$ cat src/rtl/otter_pkg.sv
// Shared OTTER types: instruction fields, forwarding-select encoding and the
// hazard scoreboard slot, plus the "slot produces register" predicate.
package otter_pkg;

    typedef enum logic [6:0] {
        OP_LUI    = 7'b0110111,
        OP_AUIPC  = 7'b0010111,
        OP_JAL    = 7'b1101111,
        OP_JALR   = 7'b1100111,
        OP_BRANCH = 7'b1100011,
        OP_LOAD   = 7'b0000011,
        OP_STORE  = 7'b0100011,
        OP_IMM    = 7'b0010011,
        OP_REG    = 7'b0110011,
        OP_SYS    = 7'b1110011
    } opcode_t;

    typedef struct packed {
        logic [6:0] funct7;
        logic [4:0] rs2;
        logic [4:0] rs1;
        logic [2:0] funct3;
        logic [4:0] rd;
        opcode_t    opcode;
    } instr_t;

    typedef enum logic [1:0] {
        FWD_RF    = 2'd0,
        FWD_EXMEM = 2'd1,
        FWD_MEMWB = 2'd2
    } fwd_sel_t;

    typedef struct packed {
        logic       v;
        logic [4:0] rd;
        logic       wr;
        logic       ld;
    } sb_slot_t;

    localparam sb_slot_t SLOT_BUBBLE = '0;

    // x0 is hardwired to zero, so a write to it never creates a dependency.
    function automatic logic slotProduces(input sb_slot_t s, input logic [4:0] r);
        return s.v & s.wr & (s.rd == r) & (r != 5'd0);
    endfunction

endpackage

$ cat src/rtl/otter_hazard_ctrl_if.sv
// Signal bundle between the OTTER pipeline (master) and the hazard
// controller (slave).
interface otter_hazard_ctrl_if #(parameter int CNT_W = 16);
    import otter_pkg::*;

    logic             de_valid;
    logic [4:0]       de_rs1_addr;
    logic [4:0]       de_rs2_addr;
    logic             de_rs1_used;
    logic             de_rs2_used;
    logic [4:0]       de_rd_addr;
    logic             de_reg_write;
    logic             de_is_load;
    logic             ex_redirect;
    logic             mem_busy;

    logic             pc_stall;
    logic             if_de_stall;
    logic             if_de_flush;
    logic             de_ex_flush;
    logic             pipe_hold;
    fwd_sel_t         fwd_a_sel;
    fwd_sel_t         fwd_b_sel;
    logic             de_byp_a;
    logic             de_byp_b;
    logic [CNT_W-1:0] stall_cnt;
    logic [CNT_W-1:0] flush_cnt;

    modport master (
        output de_valid, de_rs1_addr, de_rs2_addr, de_rs1_used, de_rs2_used,
               de_rd_addr, de_reg_write, de_is_load, ex_redirect, mem_busy,
        input  pc_stall, if_de_stall, if_de_flush, de_ex_flush, pipe_hold,
               fwd_a_sel, fwd_b_sel, de_byp_a, de_byp_b, stall_cnt, flush_cnt
    );

    modport slave (
        input  de_valid, de_rs1_addr, de_rs2_addr, de_rs1_used, de_rs2_used,
               de_rd_addr, de_reg_write, de_is_load, ex_redirect, mem_busy,
        output pc_stall, if_de_stall, if_de_flush, de_ex_flush, pipe_hold,
               fwd_a_sel, fwd_b_sel, de_byp_a, de_byp_b, stall_cnt, flush_cnt
    );

endinterface

$ cat src/rtl/otter_hazard_ctrl_sat_counter.sv
// Event counter that sticks at all-ones instead of wrapping.
module sat_counter #(
    parameter int W = 16
) (
    input  logic         CLK,
    input  logic         RST_N,
    input  logic         inc,
    output logic [W-1:0] cnt
);

    logic [W-1:0] cnt_q;
    logic [W-1:0] cnt_d;

    always_comb begin
        cnt_d = cnt_q;
        if (inc && (cnt_q != '1)) begin
            cnt_d = cnt_q + W'(1);
        end
    end

    always_ff @(posedge CLK) begin
        if (!RST_N) begin
            cnt_q <= '0;
        end else begin
            cnt_q <= cnt_d;
        end
    end

    assign cnt = cnt_q;

endmodule

$ cat src/rtl/otter_hazard_ctrl.sv
// OTTER 5-stage hazard controller: shadow scoreboard of in-flight writers,
// forwarding selects, load-use/RAW stalls, redirect flushes and memory freeze.
module otter_hazard_ctrl
    import otter_pkg::*;
#(
    parameter bit FWD_EN = 1'b1,
    parameter int CNT_W  = 16
) (
    input  logic                CLK,
    input  logic                RST_N,
    otter_hazard_ctrl_if.slave  hz
);

    sb_slot_t exSlot_q, memSlot_q, wbSlot_q;
    sb_slot_t exSlot_d, memSlot_d, wbSlot_d;
    fwd_sel_t fwdA_q, fwdB_q;
    fwd_sel_t fwdA_d, fwdB_d;

    logic aHitEx, aHitMem, aHitWb;
    logic bHitEx, bHitMem, bHitWb;
    logic loadUse, rawHit, stallReq;
    logic freeze, applyRedirect, applyStall;

    function automatic fwd_sel_t fwdSel(input logic hitEx, input logic hitMem);
        if (!FWD_EN) return FWD_RF;
        if (hitEx)   return FWD_EXMEM;
        if (hitMem)  return FWD_MEMWB;
        return FWD_RF;
    endfunction

    assign aHitEx  = hz.de_valid & hz.de_rs1_used & slotProduces(exSlot_q,  hz.de_rs1_addr);
    assign aHitMem = hz.de_valid & hz.de_rs1_used & slotProduces(memSlot_q, hz.de_rs1_addr);
    assign aHitWb  = hz.de_valid & hz.de_rs1_used & slotProduces(wbSlot_q,  hz.de_rs1_addr);
    assign bHitEx  = hz.de_valid & hz.de_rs2_used & slotProduces(exSlot_q,  hz.de_rs2_addr);
    assign bHitMem = hz.de_valid & hz.de_rs2_used & slotProduces(memSlot_q, hz.de_rs2_addr);
    assign bHitWb  = hz.de_valid & hz.de_rs2_used & slotProduces(wbSlot_q,  hz.de_rs2_addr);

    assign loadUse  = (aHitEx | bHitEx) & exSlot_q.ld;
    assign rawHit   = aHitEx | bHitEx | aHitMem | bHitMem;
    assign stallReq = FWD_EN ? loadUse : rawHit;

    // Freeze outranks everything; a redirect outranks a stall because the
    // stalled DE instruction is on the wrong path anyway.
    assign freeze        = hz.mem_busy;
    assign applyRedirect = hz.ex_redirect & ~freeze;
    assign applyStall    = stallReq & ~hz.ex_redirect & ~freeze;

    assign hz.pc_stall    = freeze | applyStall;
    assign hz.if_de_stall = freeze | applyStall;
    assign hz.if_de_flush = applyRedirect;
    assign hz.de_ex_flush = applyRedirect | applyStall;
    assign hz.pipe_hold   = freeze;
    assign hz.de_byp_a    = aHitWb;
    assign hz.de_byp_b    = bHitWb;
    assign hz.fwd_a_sel   = fwdA_q;
    assign hz.fwd_b_sel   = fwdB_q;

    always_comb begin
        exSlot_d  = exSlot_q;
        memSlot_d = memSlot_q;
        wbSlot_d  = wbSlot_q;
        fwdA_d    = fwdA_q;
        fwdB_d    = fwdB_q;
        if (!freeze) begin
            wbSlot_d  = memSlot_q;
            memSlot_d = exSlot_q;
            if (applyRedirect || applyStall) begin
                exSlot_d = SLOT_BUBBLE;
                fwdA_d   = FWD_RF;
                fwdB_d   = FWD_RF;
            end else begin
                exSlot_d = '{v: hz.de_valid, rd: hz.de_rd_addr,
                             wr: hz.de_reg_write, ld: hz.de_is_load};
                fwdA_d   = fwdSel(aHitEx, aHitMem);
                fwdB_d   = fwdSel(bHitEx, bHitMem);
            end
        end
    end

    always_ff @(posedge CLK) begin
        if (!RST_N) begin
            exSlot_q  <= SLOT_BUBBLE;
            memSlot_q <= SLOT_BUBBLE;
            wbSlot_q  <= SLOT_BUBBLE;
            fwdA_q    <= FWD_RF;
            fwdB_q    <= FWD_RF;
        end else begin
            exSlot_q  <= exSlot_d;
            memSlot_q <= memSlot_d;
            wbSlot_q  <= wbSlot_d;
            fwdA_q    <= fwdA_d;
            fwdB_q    <= fwdB_d;
        end
    end

    sat_counter #(.W(CNT_W)) uStallCnt (
        .CLK   (CLK),
        .RST_N (RST_N),
        .inc   (freeze | applyStall),
        .cnt   (hz.stall_cnt)
    );

    sat_counter #(.W(CNT_W)) uFlushCnt (
        .CLK   (CLK),
        .RST_N (RST_N),
        .inc   (applyRedirect),
        .cnt   (hz.flush_cnt)
    );

endmodule

$ cat src/flat_wrapper.sv
// flat-port wrapper written by rule: the top's interface ports become plain ports
module otter_hazard_ctrl_flat import otter_pkg::*;
#(
    parameter bit FWD_EN = 1'b1,
    parameter int CNT_W  = 16
)
  (CLK, RST_N, hz_de_valid, hz_de_rs1_addr, hz_de_rs2_addr, hz_de_rs1_used, hz_de_rs2_used, hz_de_rd_addr, hz_de_reg_write, hz_de_is_load, hz_ex_redirect, hz_mem_busy, hz_pc_stall, hz_if_de_stall, hz_if_de_flush, hz_de_ex_flush, hz_pipe_hold, hz_fwd_a_sel, hz_fwd_b_sel, hz_de_byp_a, hz_de_byp_b, hz_stall_cnt, hz_flush_cnt);
  otter_hazard_ctrl_if #(.CNT_W(CNT_W)) hz_i ();
  input  logic CLK;
  input  logic RST_N;
  input wire logic [$bits(hz_i.de_valid)-1:0] hz_de_valid;
  input wire logic [$bits(hz_i.de_rs1_addr)-1:0] hz_de_rs1_addr;
  input wire logic [$bits(hz_i.de_rs2_addr)-1:0] hz_de_rs2_addr;
  input wire logic [$bits(hz_i.de_rs1_used)-1:0] hz_de_rs1_used;
  input wire logic [$bits(hz_i.de_rs2_used)-1:0] hz_de_rs2_used;
  input wire logic [$bits(hz_i.de_rd_addr)-1:0] hz_de_rd_addr;
  input wire logic [$bits(hz_i.de_reg_write)-1:0] hz_de_reg_write;
  input wire logic [$bits(hz_i.de_is_load)-1:0] hz_de_is_load;
  input wire logic [$bits(hz_i.ex_redirect)-1:0] hz_ex_redirect;
  input wire logic [$bits(hz_i.mem_busy)-1:0] hz_mem_busy;
  output wire logic [$bits(hz_i.pc_stall)-1:0] hz_pc_stall;
  output wire logic [$bits(hz_i.if_de_stall)-1:0] hz_if_de_stall;
  output wire logic [$bits(hz_i.if_de_flush)-1:0] hz_if_de_flush;
  output wire logic [$bits(hz_i.de_ex_flush)-1:0] hz_de_ex_flush;
  output wire logic [$bits(hz_i.pipe_hold)-1:0] hz_pipe_hold;
  output wire logic [$bits(hz_i.fwd_a_sel)-1:0] hz_fwd_a_sel;
  output wire logic [$bits(hz_i.fwd_b_sel)-1:0] hz_fwd_b_sel;
  output wire logic [$bits(hz_i.de_byp_a)-1:0] hz_de_byp_a;
  output wire logic [$bits(hz_i.de_byp_b)-1:0] hz_de_byp_b;
  output wire logic [$bits(hz_i.stall_cnt)-1:0] hz_stall_cnt;
  output wire logic [$bits(hz_i.flush_cnt)-1:0] hz_flush_cnt;
  assign hz_i.de_valid = hz_de_valid;
  assign hz_i.de_rs1_addr = hz_de_rs1_addr;
  assign hz_i.de_rs2_addr = hz_de_rs2_addr;
  assign hz_i.de_rs1_used = hz_de_rs1_used;
  assign hz_i.de_rs2_used = hz_de_rs2_used;
  assign hz_i.de_rd_addr = hz_de_rd_addr;
  assign hz_i.de_reg_write = hz_de_reg_write;
  assign hz_i.de_is_load = hz_de_is_load;
  assign hz_i.ex_redirect = hz_ex_redirect;
  assign hz_i.mem_busy = hz_mem_busy;
  assign hz_pc_stall = hz_i.pc_stall;
  assign hz_if_de_stall = hz_i.if_de_stall;
  assign hz_if_de_flush = hz_i.if_de_flush;
  assign hz_de_ex_flush = hz_i.de_ex_flush;
  assign hz_pipe_hold = hz_i.pipe_hold;
  assign hz_fwd_a_sel = hz_i.fwd_a_sel;
  assign hz_fwd_b_sel = hz_i.fwd_b_sel;
  assign hz_de_byp_a = hz_i.de_byp_a;
  assign hz_de_byp_b = hz_i.de_byp_b;
  assign hz_stall_cnt = hz_i.stall_cnt;
  assign hz_flush_cnt = hz_i.flush_cnt;
  otter_hazard_ctrl #(.FWD_EN(FWD_EN), .CNT_W(CNT_W)) u_core (.CLK(CLK), .RST_N(RST_N), .hz(hz_i));
endmodule
$ cat config.mk
export PLATFORM = sky130hd
export DESIGN_NAME = otter_hazard_ctrl_flat
export DESIGN_NICKNAME = d
export VERILOG_FILES = /design/src/rtl/otter_pkg.sv /design/src/rtl/otter_hazard_ctrl_if.sv /design/src/rtl/otter_hazard_ctrl_sat_counter.sv /design/src/rtl/otter_hazard_ctrl.sv /design/src/flat_wrapper.sv
export SDC_FILE = /design/constraint.sdc
export NUM_CORES = 1
export LEC_CHECK = 0
export ABC_AREA = 1
export ABC_CLOCK_PERIOD_IN_PS = 4900
export BUFFER_PORTS_ARGS = -buffer_cell sky130_fd_sc_hd__buf_2
export CORE_ASPECT_RATIO = 1.2
export CORE_MARGIN = 2
export CORE_UTILIZATION = 60
export CTS_CLUSTER_SIZE = 28
export DETAILED_ROUTE_END_ITERATION = 16
export PLACE_DENSITY = 0.91
export SYNTH_ARGS = -nofsm -noshare
export SYNTH_HDL_FRONTEND = slang
export SYNTH_HIERARCHICAL = 1
export SYNTH_SLANG_ARGS = --single-unit
export TNS_END_PERCENT = 5
$ cat constraint.sdc
create_clock -name CLK -period 4.9 [get_ports CLK]
set_input_delay 0 -clock CLK [delete_from_list [all_inputs] [get_ports CLK]]
set_output_delay 0 -clock CLK [all_outputs]
set_load 0.005 [all_outputs]
Yosys cells after proc, flatten, opt, wreduce, memory -nomap -nowiden
Index checks and enable logic that the tools add are counted.
- bits in registers: 58
- latch bits: 0
- memory bits (writable): 0
- bits in read-only memories: 0
- output and inout port bits: 43
- memories kept: 0
- add/sub/neg operators: 2
- $mul: 0
- div/mod/pow operators: 0
- $lt $le $gt $ge: 0
- eq/ne operators: 8
- shift operators: 0
- multiplexer cells: 25
- bitwise gates (word level): 32
- reductions and logical operators: 5
- operator list (operator ; count):
    $add A16 B1 Y16 const B ; 2
    $ne A16 B16 Y1 const B ; 2
    $eq A5 B5 Y1 ; 6
    $and A1 B1 Y1 ; 27
    $mux W2 ; 10
    $mux W1 ; 14
    $reduce_bool A5 Y1 ; 2
    $mux W8 ; 1
    $or A1 B1 Y1 ; 3
    $logic_and A1 B1 Y1 ; 2
    $not A1 Y1 ; 2
    $logic_or A1 B1 Y1 ; 1

Depth between registers and ports, before layout
- word-level depth: 17
- gate-level depth with buffers: 17
- gate-level depth less buffers: 16

Cells and area by module
The synthesis kept the hierarchy.
- modules (own cells, without submodules) (module ; instances ; cells an instance ; area each (um^2) ; sequential area each (um^2)):
    sat_counter ; 2 ; 149 ; 996.0 ; 320.3
    otter_hazard_ctrl ; 1 ; 239 ; 1600.3 ; 520.5

Worst setup path before layout
Ideal clock, no wire load.
- path kind: reg2reg
- start point: register u_core/exSlot_q[3] (netlist bit)
- end point: register u_core.uStallCnt.cnt_q[13], in the netlist u_core/uStallCnt/cnt[13]
- arrival: 1.724 ns
- required time: 4.785 ns
- path slack: 3.061 ns
- stages on the path, launching flop included: 16
- buffers on the path: 1
- period minus slack after synthesis: 1.839 ns
- cells stage by stage: dfxtp_1 inv_1 a21oi_1 nand2_1 nor2_1 nand2_2 nand2_2 nand2_4 nand2_1 buf_4 nand3_1 or2_0 nor2_1 nand3_1 nand2_1 nor2_1
- cells in the longest elaborated chain, start to end: 10
- elaborated cells on any way between the ends: 14
- those cells by class: eq/ne: 2; bitwise: 11; reduce/logical: 1
- ends and longest elaborated chain (item ; RTL line ; text):
    start, declared ; otter_hazard_ctrl.sv:14 ; sb_slot_t exSlot_q, memSlot_q, wbSlot_q;
    start signal, assigned ; otter_hazard_ctrl.sv:88 ; exSlot_q <= exSlot_d;
    $eq A5 B5 Y1 ; otter_pkg.sv:44 ; return s.v & s.wr & (s.rd == r) & (r != 5'd0);
    $and A1 B1 Y1 (2 in series) ; otter_pkg.sv:44 ;
    $and A1 B1 Y1 (on tied branches) ; otter_hazard_ctrl.sv:31, otter_hazard_ctrl.sv:34 ;
    $or A1 B1 Y1 * ; otter_hazard_ctrl.sv:38 ; assign loadUse = (aHitEx | bHitEx) & exSlot_q.ld;
    $and A1 B1 Y1 * ; otter_hazard_ctrl.sv:38 ;
    $and A1 B1 Y1 * (2 in series) ; otter_hazard_ctrl.sv:46 ; assign applyStall = stallReq & ~hz.ex_redirect & ~freeze;
    $or A1 B1 Y1 * ; -- ;
    via hz_if_de_stall ; flat_wrapper.sv:22 ; output wire logic [$bits(hz_i.if_de_stall)-1:0] hz_if_de_stall;
    $logic_and A1 B1 Y1 * ; otter_hazard_ctrl_sat_counter.sv:16 ; if (inc && (cnt_q != '1)) begin
    end signal, assigned ; otter_hazard_ctrl_sat_counter.sv:25 ; cnt_q <= cnt_d;
    end, declared ; otter_hazard_ctrl_sat_counter.sv:11 ; logic [W-1:0] cnt_q;
The timed path passes the listed nets; every way through them passes the cells marked *.
A chain may end at the register's enable or synchronous reset.

Final worst setup path
- start point: register u_core/exSlot_q[3] (netlist bit)
- end point: register u_core.uStallCnt.cnt_q[13], in the netlist u_core/uStallCnt/cnt[13]
- cells in the longest elaborated chain, start to end: 10
- elaborated cells on any way between the ends: 14
- those cells by class: eq/ne: 2; bitwise: 11; reduce/logical: 1
- ends and longest elaborated chain (item ; RTL line ; text):
    $eq A5 B5 Y1 ; otter_pkg.sv:44 ;
    $and A1 B1 Y1 (2 in series) ; otter_pkg.sv:44 ;
    $and A1 B1 Y1 (on tied branches) ; otter_hazard_ctrl.sv:31, otter_hazard_ctrl.sv:34 ;
    $or A1 B1 Y1 * ; otter_hazard_ctrl.sv:38 ;
    $and A1 B1 Y1 * ; otter_hazard_ctrl.sv:38 ;
    $and A1 B1 Y1 * (2 in series) ; otter_hazard_ctrl.sv:46 ;
    $or A1 B1 Y1 * ; otter_hazard_ctrl.sv:99 ; .inc (freeze | applyStall),
    $logic_and A1 B1 Y1 * ; otter_hazard_ctrl_sat_counter.sv:16 ;
Every way passes the cells marked *; elsewhere a longest branch is shown, timed or not.

==> results.txt <==
* Status: completed
- Number of buffer and inverter stages on the critical path: 1
- In the finished design, the share of the clock period the worst path needs comes to 44.0%.
* Area of the core: 5710 um2
- Total routed wirelength: 8.82 mm
* Final core utilization: 73.0%
- The initial antenna violation count is 0.
- Relative slew margins: 37.1%
- At the end of the flow, the number of nets in the layout was 628.
* Minimum period implied by the final worst setup slack: 2.16 ns
- Dividing the detail-routed wire length by the instance count gives 12.8 um.
* Register bit total from synthesis: 58
* Max IR drop VDD: 238 uV
* Clock edge transition at the registers on the reported setup and hold paths: 0.07 ns
- Die area: 6620 um2
- Traced cell by cell, the critical path runs through inv_1 -> a21oi_1 -> nand2_1 -> nor2_1 -> nand2_2 -> nand2_2 -> nand2_4 -> nand2_1 -> nand3_1 -> or2_0 -> nor2_1 -> nand3_1 -> nand2_1 -> nor2_1.
- Antenna Diode Count: 0
- Arr. time, crit path: 2.40 ns
- Maximum number of pins on one net before global-route repair: 57
- In this run the mean area of a mapped cell was 6.69 um2.
- Total I/O pin count: 67
- Buffers inserted during clock tree synthesis total 9.
* Number of synthesis warnings: 6
* Setup repair after global routing missed its margin: no
* Residual DRC count: 0
* Sequential Area: 1160 um2
- The floorplan step set the die height to 88.8 um.
- Placed wire-length estimate after detailed placement: 6.37 mm
- Num Clock Sinks: 58
* Vias after detailed routing: 3709
- Global routing consumed, over all layers together, 28.3% of the routing resources.
* Global route overflow: 0
- Summed over all nets, the switching power comes to 0.281 mW.
- Die outline width: 74.6 um
* Net count after synthesis: 563
* Fmax: 463 MHz
- Count of nets left with antenna violations after detail routing: 0
* Cells after synthesis: 537
- STA classifies the critical path startpoint as a flip-flop.
- Number of DRC markers after the initial detailed-route iteration: 248
* Delay of the slowest cell on the worst path: 0.38 ns
- Crit end category: flip-flop
* Number of library cell types mapped by synthesis: 33
* Detail-routed via count per cell: 5.40
- In this run the cell area of the synthesized design comes to 3590 um2.
- WS Path Type: reg2reg
- Number of violations of the max-capacitance limit: 0
- Routability cong.: 0.918
- The multi-input combinational cells in the finished layout cover a total of 2140 um2.
- Along the worst path, the maximum fanout reaches 10.
- Post-synthesis sequential area ratio: 32.3%
* Buffers added on ports: 66
- The later pin in the worst-skew pair is clocked with a latency of 0.35 ns.
* CP max-delay cell: sky130_fd_sc_hd__dfxtp_1
* Buffers from clock root to sink, at most: 2
* Filler cells: 484
- Worst-case hold slack: 0.0473 ns
- Starting utilization of the core area: 63.0%
- Compared with the post-synthesis result, the final layout area differs by 16.0%.
* CTS tree: done
- Fin Setup TNS: 0 ns
- Once the clock tree was built, the setup fixing pass inserted 0 buffers.
- Slew @ Worst Pin: 0.944 ns
- Buffer type at the clock tree root: sky130_fd_sc_hd__clkbuf_8
- In this run the core area contains 30 standard-cell rows.
* Final hold violation count: 0
* Clock Skews: 0.0142 ns
- The via count of the first global-routing pass came to 3375.
- Combinational share of power: 10.3%
- Hold crit path type: in2reg
- Worst endpoint required time: 5.15 ns
* Quantity of gates resized following cts: 0
- Wire length of the first global-routing pass: 14.6 mm
* Share of power burned in the clock network: 46.8%
- Setup violations remaining at the end of the flow were counted as 0.
- Cell class contributing the biggest share of worst-path delay: simple AND/OR/NAND/NOR gates
- Final Slew Violations: 0
* Switching share of total power: 24.1%
- After clock tree synthesis, the flow added hold-fix buffers numbering 4.
* Number of H-tree levels: 3
* Power density cells: 280 nW/um2
- Number of detailed-route iterations in the first pass: 7
* Leakage power: 1.94 nW
- Cells with a size suffix above 1 make up 23.2% of the layout.
* Cell internal pwr: 0.885 mW
* Part of the total power dissipated in sequential elements: 42.8%
cells by family (layout without fill, tap and decap cells):
family | Yosys count | after routing | synth area share [%]
fa+ha+maj | 2 | 2 | 0.697
xor+xnor | 15 | 15 | 3.66
simple gates | 336 | 336 | 43.6
buf+inv | 56 | 126 | 8.22
flops | 58 | 58 | 32.3
compound gates | 70 | 70 | 11.5
synthesized netlist by cell type:
| library cell | instances | area, um2 |
|---|---|---|
| sky130_fd_sc_hd__a21oi_2 | 9 | 78.8 |
| sky130_fd_sc_hd__o21a_1 | 1 | 7.51 |
| sky130_fd_sc_hd__nor2_4 | 10 | 113 |
| sky130_fd_sc_hd__inv_2 | 3 | 11.3 |
| sky130_fd_sc_hd__inv_1 | 36 | 135 |
| sky130_fd_sc_hd__clkbuf_8 | 2 | 27.5 |
| sky130_fd_sc_hd__dfxtp_1 | 58 | 1160 |
| sky130_fd_sc_hd__nor2_2 | 16 | 100 |
| sky130_fd_sc_hd__nand3_1 | 30 | 150 |
| sky130_fd_sc_hd__clkbuf_1 | 6 | 22.5 |
| sky130_fd_sc_hd__o22ai_1 | 1 | 6.26 |
| sky130_fd_sc_hd__ha_1 | 2 | 25.0 |
| sky130_fd_sc_hd__nand4_1 | 6 | 37.5 |
| sky130_fd_sc_hd__buf_2 | 1 | 5.00 |
| sky130_fd_sc_hd__buf_1 | 1 | 3.75 |
| sky130_fd_sc_hd__a21oi_4 | 1 | 16.3 |
| sky130_fd_sc_hd__o211ai_1 | 5 | 37.5 |
| sky130_fd_sc_hd__or2_0 | 2 | 12.5 |
| sky130_fd_sc_hd__a21oi_1 | 33 | 165 |
| sky130_fd_sc_hd__nor3_1 | 3 | 15.0 |
| sky130_fd_sc_hd__buf_12 | 3 | 60.1 |
| sky130_fd_sc_hd__nor2_8 | 2 | 40.0 |
| sky130_fd_sc_hd__buf_4 | 4 | 30.0 |
| sky130_fd_sc_hd__a21boi_0 | 1 | 7.51 |
| sky130_fd_sc_hd__nor4_1 | 2 | 12.5 |
| sky130_fd_sc_hd__nor2_1 | 101 | 379 |
| sky130_fd_sc_hd__xnor2_1 | 11 | 96.3 |
| sky130_fd_sc_hd__nand2_1 | 145 | 544 |
| sky130_fd_sc_hd__o21ai_0 | 19 | 95.1 |
| sky130_fd_sc_hd__nand4_2 | 2 | 25.0 |
| sky130_fd_sc_hd__nand2_2 | 11 | 68.8 |
| sky130_fd_sc_hd__xor2_1 | 4 | 35.0 |
| sky130_fd_sc_hd__nand2_4 | 6 | 67.6 |
per-layer routing:
layer / GRT usage [%] / vias up / wire (um)
met5: 0 / - / 0
met4: 16.2 / 0 / 228
met3: 4.78 / 27 / 561
met2: 48.5 / 153 / 4400
met1: 33.0 / 1695 / 3630
li1: - / 1834 / -
placed cells by master (no fill, tap or decap), types with 3 or more instances in the layout:
cell type,count
sky130_fd_sc_hd__dfxtp_1,58
sky130_fd_sc_hd__nand2_1,145
sky130_fd_sc_hd__nor2_1,101
sky130_fd_sc_hd__xnor2_1,11
sky130_fd_sc_hd__nor2_4,10
sky130_fd_sc_hd__o211ai_1,5
sky130_fd_sc_hd__nand3_1,30
sky130_fd_sc_hd__o21ai_0,19
sky130_fd_sc_hd__xor2_1,4
sky130_fd_sc_hd__inv_2,3
sky130_fd_sc_hd__nor3_1,3
sky130_fd_sc_hd__a21oi_1,33
sky130_fd_sc_hd__bufinv_16,3
sky130_fd_sc_hd__buf_2,66
sky130_fd_sc_hd__nor2_2,16
sky130_fd_sc_hd__nand2_4,6
sky130_fd_sc_hd__a21oi_2,9
sky130_fd_sc_hd__nand4_1,6
sky130_fd_sc_hd__clkbuf_8,10
sky130_fd_sc_hd__nand2_2,11
sky130_fd_sc_hd__dlygate4sd3_1,4
sky130_fd_sc_hd__inv_1,36
worst min-delay path, cell delays in order:
cell and delay (ns):
sky130_fd_sc_hd__buf_2 0.13, sky130_fd_sc_hd__nand2_1 0.08, sky130_fd_sc_hd__nand2_1 0.05, sky130_fd_sc_hd__nand2_1 0.06, sky130_fd_sc_hd__a21oi_2 0.03
layout make-up:
class / count / share of cell area [%]
repair buffers: 71 / 9.07
clock buffers: 12 / 3.48
inverters: 39 / 3.51
well taps: 80 / 2.40
multi-input cells: 423 / 51.3
clock inverters: 4 / 2.37
flip-flops and latches: 58 / 27.9
state kept, by name (all words and copies together) (netlist names):
name	cells
u_core/uFlushCnt/cnt	16
u_core/uStallCnt/cnt	16
u_core/exSlot_q	8
u_core/memSlot_q	7
u_core/wbSlot_q	7
u_core/hz.fwd_a_sel	2
u_core/hz.fwd_b_sel	2
power groups by stage:
stage               clock, mW  sequential [mW]  combinational, mW
floorplan                   0            0.507             0.0878
global placement            0            0.509              0.112
detailed placement          0            0.509              0.115
CTS                     0.552            0.499              0.118
global route            0.573            0.501              0.134
finish                  0.546            0.500              0.120
worst paths after layout:
kind	from	end	slack, ns	cells after the start
setup / recovery	u_core/exSlot_q[3]	u_core/uStallCnt/cnt[13]	2.74	14
hold / removal	hz_de_valid	u_core/exSlot_q[7]	0.05	5
setup reg to reg	u_core/exSlot_q[3]	u_core/uStallCnt/cnt[13]	2.74	14
hold reg to reg	u_core/wbSlot_q[7]	u_core/wbSlot_q[7]	0.50	2
per-stage QoR:
| step | setup WS [ns] | total power, mW | instances | cell area [um2] |
|---|---|---|---|---|
| after global routing | 2.53 | 1.21 | 687 | 4170 |
| after global placement | 2.94 | 0.621 | 667 | 3880 |
| after detailed placement | 2.83 | 0.624 | 667 | 3880 |
| after CTS | 2.78 | 1.17 | 687 | 4170 |
| after floorplan | 3.06 | 0.595 | 537 | 3590 |
| final | 2.74 | 1.17 | 687 | 4170 |
No activity file was read; power rests on OpenSTA's default activity.
